File: config.mk
export PLATFORM = sky130hd
export DESIGN_NAME = fetch_ifid_stage
export DESIGN_NICKNAME = d
export VERILOG_FILES = /design/src/rtl/fetch_ifid_stage.sv
export SDC_FILE = /design/constraint.sdc
export NUM_CORES = 1
export LEC_CHECK = 0
export CAP_MARGIN = 0
export CORE_MARGIN = 2
export CORE_UTILIZATION = 35
export DETAILED_ROUTE_END_ITERATION = 10
export MAX_ROUTING_LAYER = met4
export PLACE_DENSITY = 0.71
export SLEW_MARGIN = 20
export SYNTH_ARGS = -nofsm -noshare
export SYNTH_HDL_FRONTEND = slang
export SYNTH_SLANG_ARGS = --single-unit
export TNS_END_PERCENT = 30
File: constraint.sdc
create_clock -name clk -period 2.7 [get_ports clk]
set_input_delay 0.405 -clock clk [delete_from_list [all_inputs] [get_ports clk]]
set_output_delay 0.405 -clock clk [all_outputs]
set_load 0.01 [all_outputs]
File: src/rtl/fetch_ifid_stage.sv
// fetch_ifid_stage: program counter and dual-slot IF/ID register with stall and branch-redirect control
module fetch_ifid_stage #(
    parameter int PC_W = 16,
    parameter logic [PC_W-1:0] RESET_PC = '0,
    parameter int CNT_W = 16
) (
    input  logic             clk,
    input  logic             reset,
    input  logic             PCWrite,
    input  logic             IF_ID_Write,
    input  logic             branch_taken,
    input  logic [PC_W-1:0]  branch_target,
    output logic [PC_W-1:0]  imem_addr,
    input  logic [31:0]      imem_rdata,
    output logic [PC_W-1:0]  IF_ID_pc,
    output logic [15:0]      IF_ID_inst1,
    output logic [15:0]      IF_ID_inst2,
    output logic             IF_ID_valid1,
    output logic             IF_ID_valid2,
    output logic [2:0]       IF_ID_inst1_Rm,
    output logic [2:0]       IF_ID_inst1_Rn,
    output logic [2:0]       IF_ID_inst1_Rd,
    output logic [2:0]       IF_ID_inst2_Rm,
    output logic [2:0]       IF_ID_inst2_Rn,
    output logic [2:0]       IF_ID_inst2_Rd,
    output logic [CNT_W-1:0] stall_count
);
    typedef enum logic [1:0] {BOOT, RUN, STALL} state_t;
    state_t state, state_next;
    logic [PC_W-1:0] pc, pc_seq;
    logic redirect, stall, misalign;
    logic [15:0] slot1, slot2;

    assign imem_addr = {pc[PC_W-1:2], 2'b00};
    assign pc_seq    = imem_addr + PC_W'(4);
    assign redirect  = branch_taken & PCWrite;
    assign stall     = ~IF_ID_Write & ~redirect;
    assign misalign  = pc[1];
    assign slot1     = misalign ? imem_rdata[31:16] : imem_rdata[15:0];
    assign slot2     = misalign ? 16'h0000 : imem_rdata[31:16];

    assign IF_ID_inst1_Rm = IF_ID_inst1[8:6];
    assign IF_ID_inst1_Rn = IF_ID_inst1[5:3];
    assign IF_ID_inst1_Rd = IF_ID_inst1[2:0];
    assign IF_ID_inst2_Rm = IF_ID_inst2[8:6];
    assign IF_ID_inst2_Rn = IF_ID_inst2[5:3];
    assign IF_ID_inst2_Rd = IF_ID_inst2[2:0];

    // PC: redirect wins over sequential advance; both gated by PCWrite
    always_ff @(posedge clk or posedge reset) begin
        if (reset)
            pc <= RESET_PC;
        else if (redirect)
            pc <= branch_target & ~PC_W'(1);
        else if (PCWrite)
            pc <= pc_seq;
    end

    // IF/ID: a redirect squashes both slots, otherwise load when enabled
    always_ff @(posedge clk or posedge reset) begin
        if (reset) begin
            IF_ID_pc     <= '0;
            IF_ID_inst1  <= '0;
            IF_ID_inst2  <= '0;
            IF_ID_valid1 <= 1'b0;
            IF_ID_valid2 <= 1'b0;
        end else if (redirect) begin
            IF_ID_inst1  <= '0;
            IF_ID_inst2  <= '0;
            IF_ID_valid1 <= 1'b0;
            IF_ID_valid2 <= 1'b0;
        end else if (IF_ID_Write) begin
            IF_ID_pc     <= pc;
            IF_ID_inst1  <= slot1;
            IF_ID_inst2  <= slot2;
            IF_ID_valid1 <= 1'b1;
            IF_ID_valid2 <= ~misalign;
        end
    end

    // saturating count of cycles where IF/ID was held without a redirect
    always_ff @(posedge clk or posedge reset) begin
        if (reset)
            stall_count <= '0;
        else if (stall && stall_count != '1)
            stall_count <= stall_count + CNT_W'(1);
    end

    // fetch state register
    always_ff @(posedge clk or posedge reset) begin
        if (reset)
            state <= BOOT;
        else
            state <= state_next;
    end

    // next state: any non-redirect hold enters STALL, a load or redirect leaves it
    always_comb begin
        state_next = state;
        case (state)
            BOOT:    state_next = stall ? STALL : RUN;
            RUN:     state_next = stall ? STALL : RUN;
            STALL:   state_next = (IF_ID_Write || redirect) ? RUN : STALL;
            default: state_next = BOOT;
        endcase
    end
endmodule

==> flow_summary.json <==
{
  "clock_sink_count": 80,
  "vias_per_cell": 5.10,
  "tritoncts_clock_tree": "built",
  "setup-violations-final": 0,
  "synth_cell_type_count": 46,
  "numPortBuffers": 148,
  "post-synth-top-count-cell": "sky130_fd_sc_hd__dfrtp_1",
  "critPathRequiredTime_ps": 2910,
  "power.ir.vdd_worst_mv": 0.506,
  "layout-drive-gt1-share_pct": 10.4,
  "remaining_drc_errors": 0,
  "timing.critical_path.fanout_max": 15,
  "grt_start_max_net_pins": 81,
  "detailroute.via_count": 3178,
  "placedInstanceArea_um2": 5350,
  "seqCellArea_um2": 2000,
  "reg2reg_to": "pc[8]",
  "run_status": "completed",
  "ys_top_cells_by_area": "sky130_fd_sc_hd__dfrtp_1 (51%), sky130_fd_sc_hd__buf_4 (6.6%), sky130_fd_sc_hd__a22o_1 (5.1%)",
  "total_leakage_power_nw": 2.36,
  "timing.critical_path.arrival_ps": 2120,
  "effective_utilization_at_floorplan_pct": 36.2,
  "synth-simple-area-share_pct": 11.9,
  "maximum_capacitance_violations": 0,
  "reg2reg_slack_ps": 910,
  "postCtsHoldBufs": 0,
  "timing.fmax_mhz": 525,
  "ys_seq_area_share_pct": 50.5,
  "met1_grt_util_pct": 21.2,
  "yosysWarnings": 0,
  "cts_inserted_buffers": 9,
  "cts_root_buffer": "sky130_fd_sc_hd__clkbuf_16",
  "grt_antenna_before_repair": 0,
  "clk_pin_slew_worst_paths_ps": 60,
  "path_class": "in2reg",
  "cts_resized": 0,
  "net_sw_power_mw": 1.09,
  "layout_min_cycle_time_ps": 1910,
  "number_of_global_route_vias_before_repair": 3160,
  "fraction_of_power_spent_switching_nets_pct": 28.0,
  "detail_route.iter0.violations": 114,
  "crit_start": "branch_taken",
  "htree_levels": 3,
  "grt_pass1_wl_um": 16500,
  "final_design_area_no_fill_um2": 5680,
  "critical_path.endpoint_type": "flip-flop",
  "synthTopCellsByCount": "sky130_fd_sc_hd__dfrtp_1 (80), sky130_fd_sc_hd__buf_4 (35), sky130_fd_sc_hd__nor2_1 (28)",
  "main_combinational_cell_family_by_area_after_synthesis": "compound AO/OA/AOI/OAI gates",
  "drt_wl_total_um": 10000,
  "dp_hpwl_um": 7180,
  "initial_drt_pass_iterations": 6,
  "power_frac_clock_pct": 34.1,
  "clock_buffer_depth": 2,
  "rsz0062_at_grt": "false",
  "finish.utilization_pct": 51.9,
  "sequentialPowerShare_pct": 39.9,
  "synth-edff-count": 0,
  "layout.filler_cells": 986,
  "worst_setup_path_start_kind": "input pin",
  "synth_compound_area_share_pct": 14.3,
  "flow.area_growth_from_synthesis_pct": 43.3,
  "gr_util_met2_pct": 28.1,
  "place.gp.congestion": 0.796,
  "rr_startpoint": "pc[2]",
  "floorplan.die_area_um2": 12200,
  "async_flop_share_pct": 100,
  "num_io_pins": 153,
  "nets": 533,
  "part_of_the_cycle_the_worst_path_needs_pct": 70.6,
  "final-hold-violation-count": 0,
  "global_route.usage.total_pct": 17.0,
  "die_h_um": 110,
  "synth_mux_area_share_pct": 9.63,
  "worstMarginPinSlew_ps": 776,
  "final-max-slew-violation-count": 0,
  "power-per-cell-area_nw_per_um2": 688,
  "reg2reg_depth": 5,
  "cts_setup_buffers": 0,
  "postSynthAreaPerCell_um2": 10.9,
  "wl_per_cell_um": 16.1,
  "rows": 38,
  "synthesis.instances": 365,
  "syn_area_um2": 3960,
  "synth_largest_area_cell": "sky130_fd_sc_hd__dfrtp_1",
  "global_route.overflow_total": 0,
  "final.setup_skew_ps": 6.98,
  "synth_top_area_share_pct": 50.5,
  "die_w_um": 110,
  "worstSkewPairLatency_ps": 330,
  "fin_setup_tns_ps": 0,
  "pwr-share-comb_pct": 26.0,
  "n_antenna_cell": 0,
  "design_internal_power_mw": 2.82,
  "relSlewSlack_pct": 48.2,
  "grt_busiest_layer": "met2",
  "multiInputGateArea_um2": 1580,
  "min-delay-path-class": "in2async",
  "final.setup.worst_slack_ps": 794,
  "grtUsageMet3_pct": 3.35,
  "primary_flip_flop_cell_chosen_by_synthesis_mapping": "sky130_fd_sc_hd__dfrtp_1",
  "post-place-ws_ps": 408,
  "synth_fa_ha_area_share_pct": 0.631,
  "core_region_area_um2": 10900,
  "synth_xor_xnor_area_share_pct": 3.09,
  "final_antenna_net_count": 0,
  "ys_ff_latch": 80
}
-- critical path, stage by stage --
cell and delay, ps:
sky130_fd_sc_hd__clkdlybuf4s50_1 510, sky130_fd_sc_hd__nand2_1 140, sky130_fd_sc_hd__and2_1 640, sky130_fd_sc_hd__mux2_2 410
-- per-layer routing --
| metal | part of all wire, % | vias to the layer above | wire (um) |
|---|---|---|---|
| met5 | 0 | - | 0 |
| met4 | 1.2 | 0 | 121 |
| met3 | 3.4 | 8 | 337 |
| met2 | 51 | 98 | 5110 |
| met1 | 45 | 1565 | 4480 |
| li1 | - | 1507 | - |
-- metrics by stage --
stage	std cells	hold slack (ps)	power, mW
3_5_place_dp	607	493	2.60
6_report	623	485	3.91
3_3_place_gp	607	462	2.57
4_1_cts	623	508	3.95
5_1_grt	623	516	4.10
2_1_floorplan	367	518	2.07
-- cells in the final DEF, fill, tap and decap left out, types with 6 or more instances in the layout --
cell type	Yosys	routed
sky130_fd_sc_hd__a211oi_1	16	16
sky130_fd_sc_hd__a21oi_1	19	18
sky130_fd_sc_hd__a22o_1	23	23
sky130_fd_sc_hd__and3_1	7	7
sky130_fd_sc_hd__buf_4	35	8
sky130_fd_sc_hd__clkbuf_16	0	9
sky130_fd_sc_hd__clkdlybuf4s50_1	0	148
sky130_fd_sc_hd__dfrtp_1	80	80
sky130_fd_sc_hd__inv_1	7	6
sky130_fd_sc_hd__mux2_2	17	17
sky130_fd_sc_hd__mux2i_1	19	19
sky130_fd_sc_hd__nand2_1	12	12
sky130_fd_sc_hd__nand3_1	11	11
sky130_fd_sc_hd__nand4_1	10	10
sky130_fd_sc_hd__nor2_1	28	28
sky130_fd_sc_hd__o21ai_0	10	10
sky130_fd_sc_hd__xnor2_1	9	9
-- power by group through the flow --
stage | combinational (mW) | clock [mW] | sequential, mW
after global routing | 1.09 | 1.42 | 1.59
after global placement | 1.01 | 0 | 1.57
after floorplan | 0.460 | 0 | 1.61
after CTS | 1.03 | 1.36 | 1.56
after detailed placement | 1.03 | 0 | 1.58
final | 1.02 | 1.33 | 1.56
-- worst max path at each step --
| stage | cells past startpoint | slack [ps] | to |
|---|---|---|---|
| after floorplan | 1 | 240 | IF_ID_inst1[0] |
| after global placement | 4 | 450 | IF_ID_pc[2] |
| after global routing | 6 | 670 | stall_count[3] |
| after CTS | 4 | 760 | IF_ID_pc[8] |
| after detailed placement | 4 | 410 | IF_ID_pc[8] |
| final | 4 | 790 | IF_ID_pc[8] |
-- cells by family after synthesis --
kind of cell / after synthesis
compound gates: 80
xor+xnor: 14
fa+ha+maj: 2
buf+inv: 64
flops: 80
mux: 36
other cells: 1
simple gates: 88
-- state kept, by name, indices dropped and copies added (netlist names) --
name	flops
pc	15
IF_ID_inst1	16
IF_ID_inst2	16
IF_ID_valid1	1
stall_count	16
IF_ID_valid2	1
IF_ID_pc	15
-- area by class of cell --
class,count,area share (%)
Clock buffer,10,4.21
Clock inverter,6,1.61
Inverter,7,0.485
Multi-Input combinational cell,223,27.9
Sequential cell,80,35.3
Tap cell,140,3.08
Timing Repair Buffer,157,27.5
No activity file was read; power rests on OpenSTA's default activity.
